==> src/rtl/zion_basic_circuit_lib_neg_pipe_stage.sv <==
// Registered, flow-controlled conditional two's-complement negation stage.
// A main register plus a 1-entry skid buffer decouple upstream and downstream timing; overflow events are counted.
module zion_basic_circuit_lib_neg_pipe_stage #(
    parameter int WIDTH_IN  = 16,
    parameter int WIDTH_OUT = 16,
    parameter int SATURATE  = 1,
    parameter int CNT_WIDTH = 8
) (
    input  logic                 clk,
    input  logic                 rst,
    input  logic                 iVld,
    output logic                 oRdy,
    input  logic [WIDTH_IN-1:0]  iDat,
    input  logic                 iNeg,
    output logic                 oVld,
    input  logic                 iRdy,
    output logic [WIDTH_OUT-1:0] oDat,
    output logic                 oOvf,
    output logic [CNT_WIDTH-1:0] oOvfCnt
);

    if (WIDTH_IN < 2) begin : g_bad_width_in
        $error("WIDTH_IN must be >= 2");
    end
    if (WIDTH_OUT < WIDTH_IN) begin : g_bad_width_out
        $error("WIDTH_OUT must be >= WIDTH_IN");
    end

    localparam logic [WIDTH_IN-1:0]  MIN_IN  = {1'b1, {(WIDTH_IN-1){1'b0}}};
    localparam logic [WIDTH_OUT-1:0] MAX_OUT = {1'b0, {(WIDTH_OUT-1){1'b1}}};
    localparam logic [WIDTH_OUT-1:0] ONE_OUT = WIDTH_OUT'(1);
    localparam logic [CNT_WIDTH-1:0] CNT_MAX = {CNT_WIDTH{1'b1}};
    localparam logic [CNT_WIDTH-1:0] CNT_ONE = CNT_WIDTH'(1);

    typedef enum logic [1:0] {
        ST_INIT  = 2'd0,
        ST_EMPTY = 2'd1,
        ST_FULL  = 2'd2,
        ST_SKID  = 2'd3
    } state_t;

    // Returns {ovf, result}; only the most negative input at equal widths can overflow.
    function automatic logic [WIDTH_OUT:0] neg_op(input logic [WIDTH_IN-1:0] dat, input logic neg);
        logic [WIDTH_OUT-1:0] ext;
        logic [WIDTH_OUT-1:0] res;
        logic                 ovf;
        ext = WIDTH_OUT'($signed(dat));
        res = ext;
        ovf = 1'b0;
        if (neg) begin
            if ((WIDTH_OUT == WIDTH_IN) && (dat == MIN_IN)) begin
                ovf = 1'b1;
                res = (SATURATE != 0) ? MAX_OUT : ext;
            end else begin
                res = ~ext + ONE_OUT;
            end
        end else begin
            res = ext;
        end
        return {ovf, res};
    endfunction

    state_t                 state_r;
    state_t                 state_nxt_s;
    logic                   vld_r;
    logic                   rdy_r;
    logic                   vld_nxt_s;
    logic                   rdy_nxt_s;
    logic [WIDTH_OUT-1:0]   m_dat_r;
    logic                   m_ovf_r;
    logic [WIDTH_OUT-1:0]   s_dat_r;
    logic                   s_ovf_r;
    logic [CNT_WIDTH-1:0]   cnt_r;
    logic [WIDTH_OUT-1:0]   in_dat_s;
    logic                   in_ovf_s;
    logic                   accept_s;
    logic                   drain_s;
    logic                   load_m_new_s;
    logic                   load_m_skid_s;
    logic                   load_s_s;

    assign {in_ovf_s, in_dat_s} = neg_op(iDat, iNeg);
    assign accept_s = iVld & rdy_r;
    assign drain_s  = vld_r & iRdy;

    // Next-state and register-load decode for the main/skid buffer pair.
    always_comb begin
        state_nxt_s   = state_r;
        load_m_new_s  = 1'b0;
        load_m_skid_s = 1'b0;
        load_s_s      = 1'b0;
        case (state_r)
            ST_INIT: begin
                state_nxt_s = ST_EMPTY;
            end
            ST_EMPTY: begin
                if (accept_s) begin
                    state_nxt_s  = ST_FULL;
                    load_m_new_s = 1'b1;
                end else begin
                    state_nxt_s = ST_EMPTY;
                end
            end
            ST_FULL: begin
                if (accept_s && drain_s) begin
                    state_nxt_s  = ST_FULL;
                    load_m_new_s = 1'b1;
                end else if (accept_s) begin
                    state_nxt_s = ST_SKID;
                    load_s_s    = 1'b1;
                end else if (drain_s) begin
                    state_nxt_s = ST_EMPTY;
                end else begin
                    state_nxt_s = ST_FULL;
                end
            end
            ST_SKID: begin
                if (drain_s) begin
                    state_nxt_s   = ST_FULL;
                    load_m_skid_s = 1'b1;
                end else begin
                    state_nxt_s = ST_SKID;
                end
            end
            default: begin
                state_nxt_s = ST_INIT;
            end
        endcase
    end

    // Handshake flags are registered copies of the next-state decode, so oRdy never sees iRdy combinationally.
    always_comb begin
        vld_nxt_s = (state_nxt_s == ST_FULL) || (state_nxt_s == ST_SKID);
        rdy_nxt_s = (state_nxt_s == ST_EMPTY) || (state_nxt_s == ST_FULL);
    end

    // State and handshake flag registers.
    always_ff @(posedge clk or posedge rst) begin
        if (rst) begin
            state_r <= ST_INIT;
            vld_r   <= 1'b0;
            rdy_r   <= 1'b0;
        end else begin
            state_r <= state_nxt_s;
            vld_r   <= vld_nxt_s;
            rdy_r   <= rdy_nxt_s;
        end
    end

    // Main output register: takes the new beat or the parked skid beat.
    always_ff @(posedge clk or posedge rst) begin
        if (rst) begin
            m_dat_r <= {WIDTH_OUT{1'b0}};
            m_ovf_r <= 1'b0;
        end else if (load_m_new_s) begin
            m_dat_r <= in_dat_s;
            m_ovf_r <= in_ovf_s;
        end else if (load_m_skid_s) begin
            m_dat_r <= s_dat_r;
            m_ovf_r <= s_ovf_r;
        end else begin
            m_dat_r <= m_dat_r;
            m_ovf_r <= m_ovf_r;
        end
    end

    // Skid register: parks a beat accepted while the main register is stalled.
    always_ff @(posedge clk or posedge rst) begin
        if (rst) begin
            s_dat_r <= {WIDTH_OUT{1'b0}};
            s_ovf_r <= 1'b0;
        end else if (load_s_s) begin
            s_dat_r <= in_dat_s;
            s_ovf_r <= in_ovf_s;
        end else begin
            s_dat_r <= s_dat_r;
            s_ovf_r <= s_ovf_r;
        end
    end

    // Saturating overflow event counter, counted at upstream acceptance.
    always_ff @(posedge clk or posedge rst) begin
        if (rst) begin
            cnt_r <= {CNT_WIDTH{1'b0}};
        end else if (accept_s && in_ovf_s && (cnt_r != CNT_MAX)) begin
            cnt_r <= cnt_r + CNT_ONE;
        end else begin
            cnt_r <= cnt_r;
        end
    end

    assign oVld    = vld_r;
    assign oRdy    = rdy_r;
    assign oDat    = m_dat_r;
    assign oOvf    = m_ovf_r;
    assign oOvfCnt = cnt_r;

endmodule
==> config.mk <==
export PLATFORM = sky130hd
export DESIGN_NAME = zion_basic_circuit_lib_neg_pipe_stage
export DESIGN_NICKNAME = d
export VERILOG_FILES = /design/src/rtl/zion_basic_circuit_lib_neg_pipe_stage.sv
export SDC_FILE = /design/constraint.sdc
export NUM_CORES = 1
export LEC_CHECK = 0
export BUFFER_PORTS_ARGS = -buffer_cell sky130_fd_sc_hd__buf_2
export CORE_ASPECT_RATIO = 0.6
export CORE_UTILIZATION = 55
export CTS_CLUSTER_SIZE = 10
export DETAILED_ROUTE_END_ITERATION = 8
export PLACE_DENSITY = 0.88
export SLEW_MARGIN = 20
export SYNTH_ARGS = -nofsm -noshare
export SYNTH_HDL_FRONTEND = slang
export SYNTH_SLANG_ARGS = --single-unit
export TNS_END_PERCENT = 30
==> constraint.sdc <==
create_clock -name clk -period 2.54 [get_ports clk]
set_input_delay 0.127 -clock clk [delete_from_list [all_inputs] [get_ports clk]]
set_output_delay 0.127 -clock clk [all_outputs]
set_load 0.05 [all_outputs]
# After elaboration in Yosys (flattened, before gate mapping)
# Cells that the tools add are included.
[classes]
addsub = 2
n_mul = 0
div = 0
n_lt_le_gt_ge = 0
eq_ne = 8
shift = 0
n_mux = 21
bitwise = 3
reduce_logical = 7
[ops]
columns = ["cell", "count"]
rows = [
  ["$mux W16", 4],
  ["$add A16 B1 Y16 const B", 1],
  ["$eq A16 B16 Y1 const B", 1],
  ["$not A16 Y16", 1],
  ["$mux W1", 11],
  ["$add A8 B1 Y8 const B", 1],
  ["$eq A2 B2 Y1 const B", 4],
  ["$mux W2", 4],
  ["$ne A8 B8 Y1 const B", 1],
  ["$pmux W2 S4", 1],
  ["$eq A2 B1 Y1 const B", 2],
  ["$logic_and A1 B1 Y1", 3],
  ["$and A1 B1 Y1", 2],
  ["$logic_not A2 Y1", 1],
  ["$logic_or A1 B1 Y1", 2],
  ["$pmux W1 S2", 1],
  ["$reduce_bool A2 Y1", 1],
]
[totals]
ff_bits = 46
latchBits = 0
ram_bits = 0
rom_bits = 0
input_bits = 21
output_inout_bits = 27
elab_cells = 49
memories = 0

# Longest topological paths before layout
[depth]
depth_word = 7
mapped_depth = 9
mapped_depth_nobuf = 7

# Worst setup path before layout
# No wires, ideal clock.
[synth_timing]
kind = "input -> register"
start = "input port iDat[1]"
end = "register cnt_r[1], in the netlist oOvfCnt[1]"
arrival_ps = 2076
slack_ps = 339
stages = 7
path_buffers = 1
cell_sequence = "inv_1 > ha_1 > or3b_2 > or3_1 > buf_6 > nor4_4 > mux2_2"
[synth_via]
elab_chain_cells = 5
[synth_rtl]
columns = ["item", "line_no", "text"]
rows = [
  ["from (decl)", "13", "input logic [WIDTH_IN-1:0] iDat,"],
  ["$eq A16 B16 Y1", "51", "if ((WIDTH_OUT == WIDTH_IN) && (dat == MIN_IN)) begin"],
  ["$mux W1", "51", ""],
  ["$mux W1", "50", "if (neg) begin"],
  ["$logic_and A1 B1 Y1 (2 in a row)", "185", "end else if (accept_s && in_ovf_s && (cnt_r != CNT_MAX)) begin"],
  ["to (signal assigned)", "184", "cnt_r <= {CNT_WIDTH{1'b0}};"],
  ["to (signal assigned)", "186", "cnt_r <= cnt_r + CNT_ONE;"],
  ["to (signal assigned)", "188", "cnt_r <= cnt_r;"],
  ["to (decl)", "73", "logic [CNT_WIDTH-1:0] cnt_r;"],
]
# No other way between the ends.
# A chain may end at the register's enable or synchronous reset.

# Final worst setup path
[layout_timing]
start = "register state_r[1]"
end = "register m_dat_r[13], in the netlist oDat[13]"
[layout_via]
elab_chain_cells = 3
word_cells_on_any_way = 7
classes_between = "eq/ne: 3; mux: 3; reduce/logical: 1"
[layout_rtl]
columns = ["item", "line_no", "text"]
rows = [
  ["from (decl)", "63", "state_t state_r;"],
  ["from (signal assigned)", "144", "state_r <= state_nxt_s;"],
  ["$eq A2 B2 Y1 or $eq A2 B1 Y1 (tied branches)", "92", "case (state_r)"],
  ["$pmux W1 S2 or $mux W1 (tied branches)", "92", ""],
  ["$mux W16 or $reduce_bool A2 Y1 (tied branches)", "n/a", ""],
  ["to (signal assigned)", "153", "m_dat_r <= {WIDTH_OUT{1'b0}};"],
  ["to (signal assigned)", "156", "m_dat_r <= in_dat_s;"],
  ["to (signal assigned)", "159", "m_dat_r <= s_dat_r;"],
  ["to (decl)", "69", "logic [WIDTH_OUT-1:0] m_dat_r;"],
]
# Several ways; a longest one is shown, not always the timed one.

==> impl_metrics.csv <==
group,metric,value,unit
logic_synthesis,synthesis.area,2420,um2
final_layout,area_delta_synth_final,17.4,%
logic_synthesis,synth_top_cell_area_share,46.5,%
placed_design,io_buffer_count,47,
worst_setup_path,start_kind,"flop",
final_layout,fin_cells,361,
routing,drt-vias-per-instance,5.52,
clock_network,clockRootBuffer,"clkbuf_8",
power_and_ir_drop,p_per_area,1090,nW/um2
routing,totalWireLength,5360,um
clock_network,clk_latency,0.31,ns
logic_synthesis,synthCells,249,
worst_setup_path,path_class,"reg2reg",
sta,clock_skew,0.0103,ns
routing,drc,0,
routing,dr_total_vias,1993,
final_layout,final_area,2840,um2
floorplan,die_w,87.7,um
routing,drt-pass1-iter-count,4,
logic_synthesis,async_flop_share,100,%
logic_synthesis,synth.most_common_cell,"dfrtp_1",
floorplan,fp.coreArea,4170,um2
logic_synthesis,avgSynthCellArea,9.72,um2
clock_network,h-tree-depth,2,
sta,hold_violations,0,
logic_synthesis,ys_seq_area_share,46.5,%
global_routing,grt_pass1_vias,1786,
worst_setup_path,cp_max_fo,18,
job,drv_cap,0,
logic_synthesis,post_synth_num_cell_types,35,
hold_path,hp-class,"in2reg",
clock_network,cts.path.max_buffers,2,
sta,worst_slew_pin_slew,0.700,ns
global_routing,grt.overflow.total,0,
logic_synthesis,synth_commonest_cells,"dfrtp_1, nor2_1, nand2_1",
global_routing,grt-busiest-layer,"met2",
floorplan,die_height,53.4,um
sta,fmax,480,MHz
global_routing,grt_max_degree,29,
placed_design,post-place-cells,352,
sta,period_share,82.0,%
routing,wl_per_cell,14.8,um
logic_synthesis,ys_seq_elements,45,
worst_setup_path,ff2ff_path_depth,7,
global_routing,met1_usage,37.2,%
sta,finalMaxSlewViolations,0,
global_routing,grt_pass1_wl,8700,um
power_and_ir_drop,ir_drop,0.000520,V
placed_design,gp_congestion,0.863,
clock_network,clkSinkCount,45,
clock_network,cts_tree,"built",
worst_setup_path,critPathCaptureType,"flop",
global_routing,use_met3,5.15,%
routing,drtIter0Drc,135,
power_and_ir_drop,total_power,3.09,mW
floorplan,io_pins,48,
global_routing,met2_usage,37.5,%
placed_design,dpl.hpwl,3880,um
logic_synthesis,synthTopCellsByArea,"dfrtp_1, mux2_2, xnor2_1",
logic_synthesis,synth_nets,279,
worst_setup_path,worstPathArrival,2.33,ns
outcome,status,"complete, no violations",
sta,max-slew-margin-rel,53.3,%
worst_setup_path,critPathRequiredTime,2.79,ns
global_routing,track_usage,25.8,%
final_layout,drive_above_1_share,28.9,%
placed_design,placed_area,2740,um2
sta,finalWorstPathRequiredPeriod,2.08,ns
clock_network,clk_pin_slew,0.09,ns
power_and_ir_drop,p_leak,1.37,nW
sta,fin_tns_setup,0,ns
clock_network,cts_resized,0,
final_layout,n_antenna_cell,0,
floorplan,rows,18,
global_routing,antenna_found_initial,0,
floorplan,die_area,4680,um2
routing,ant_nets,0,
logic_synthesis,ys_warn_count,0,
clock_network,cts_made_buffers,5,
final_layout,postLayoutCoreUtil,68.2,%
logic_synthesis,synth_ff_type,"dfrtp_1",
floorplan,initial_core_util,58.1,%
sta,rsz0062_at_grt,"false",
final_layout,fin_nets,330,
logic_synthesis,synth_edf_count,0,
logic_synthesis,synth_area_leader_cell,"dfrtp_1",
sta,setup_viol,0,
hold_path,hold_depth,3,
## per-layer routing
metal  routed length, um  vias to the layer above
met5                   0                        -
met4                  47                        0
met3                 341                        6
met2                2370                       72
met1                2600                      951
li1                    -                      964
## layout by cell type (no fill, tap or decap), types with 4 or more instances in the layout
cell      instances
nand3_1           5
o41ai_1           4
xnor2_1          18
dfrtp_1          45
inv_1             8
mux2_2           18
ha_1              9
buf_4             9
nor2_1           34
a21oi_1          18
nand2_1          24
o21ai_0          17
o31ai_1           6
buf_2            47
clkbuf_8          5
## cell type report
cell class	instances	area (um2)
fillers	309	1320
multi-input cells	182	1200
flip-flops and latches	45	1130
repair buffers	57	313
well taps	60	75.1
clock buffers	5	68.8
inverters	9	33.8
clock inverters	3	22.5
## where the power goes
group          internal [mW]  switching (mW)  total (mW)  leakage [nW]
clock network          0.195           0.267       0.462        0.0481
registers               1.00           0.148        1.15         0.558
logic                  0.450            1.02        1.47         0.766
total                   1.65            1.44        3.09          1.37
## path summary, 6_finish.rpt
check / to / startpoint / slack, ns
max in group asynchronous: s_dat_r[14] / rst / 1.46
worst min register to register: s_dat_r[7] / s_dat_r[7] / 0.48
worst max register to register: oDat[13] / state_r[1] / 0.46
worst max-delay path: oDat[13] / state_r[1] / 0.46
min in group asynchronous: state_r[0] / rst / 0.42
worst min-delay path: s_dat_r[0] / iDat[0] / 0.16
## per-stage QoR
stage	setup WS (ns)	hold WS, ns
after CTS	0.446	0.167
after floorplan	0.339	0.313
after detailed placement	0.157	0.281
after global placement	0.201	0.270
final	0.457	0.159
after global routing	0.233	0.170
## state kept, by name, summed over array words and instances (netlist names)
name	flops
oOvf	1
oOvfCnt	8
s_dat_r	16
s_ovf_r	1
oDat	16
oRdy	1
state_r	2
## cell families after synthesis
| logic type | after synthesis | share of synthesized area [%] |
|---|---|---|
| flops | 45 | 46.5 |
| buf+inv | 22 | 3.93 |
| mux | 20 | 9.20 |
| simple gates | 82 | 16.1 |
| fa+ha+maj | 9 | 4.65 |
| compound gates | 51 | 12.4 |
| xor+xnor | 20 | 7.24 |
## critical path, cell delays in order (launching register included)
cell	delay (ns)
dfrtp_1	0.45
inv_1	0.09
ha_1	0.31
nand2_1	0.07
o21ai_2	0.56
buf_4	0.33
nor2_1	0.09
a21oi_1	0.11
## timing repair
action / in CTS / in global routing
hold endpoints to repair: 27 / 0
hold buffers: 1 / 0
setup buffers: 0 / 0
Note: power is estimated with default switching activity, not from simulation.
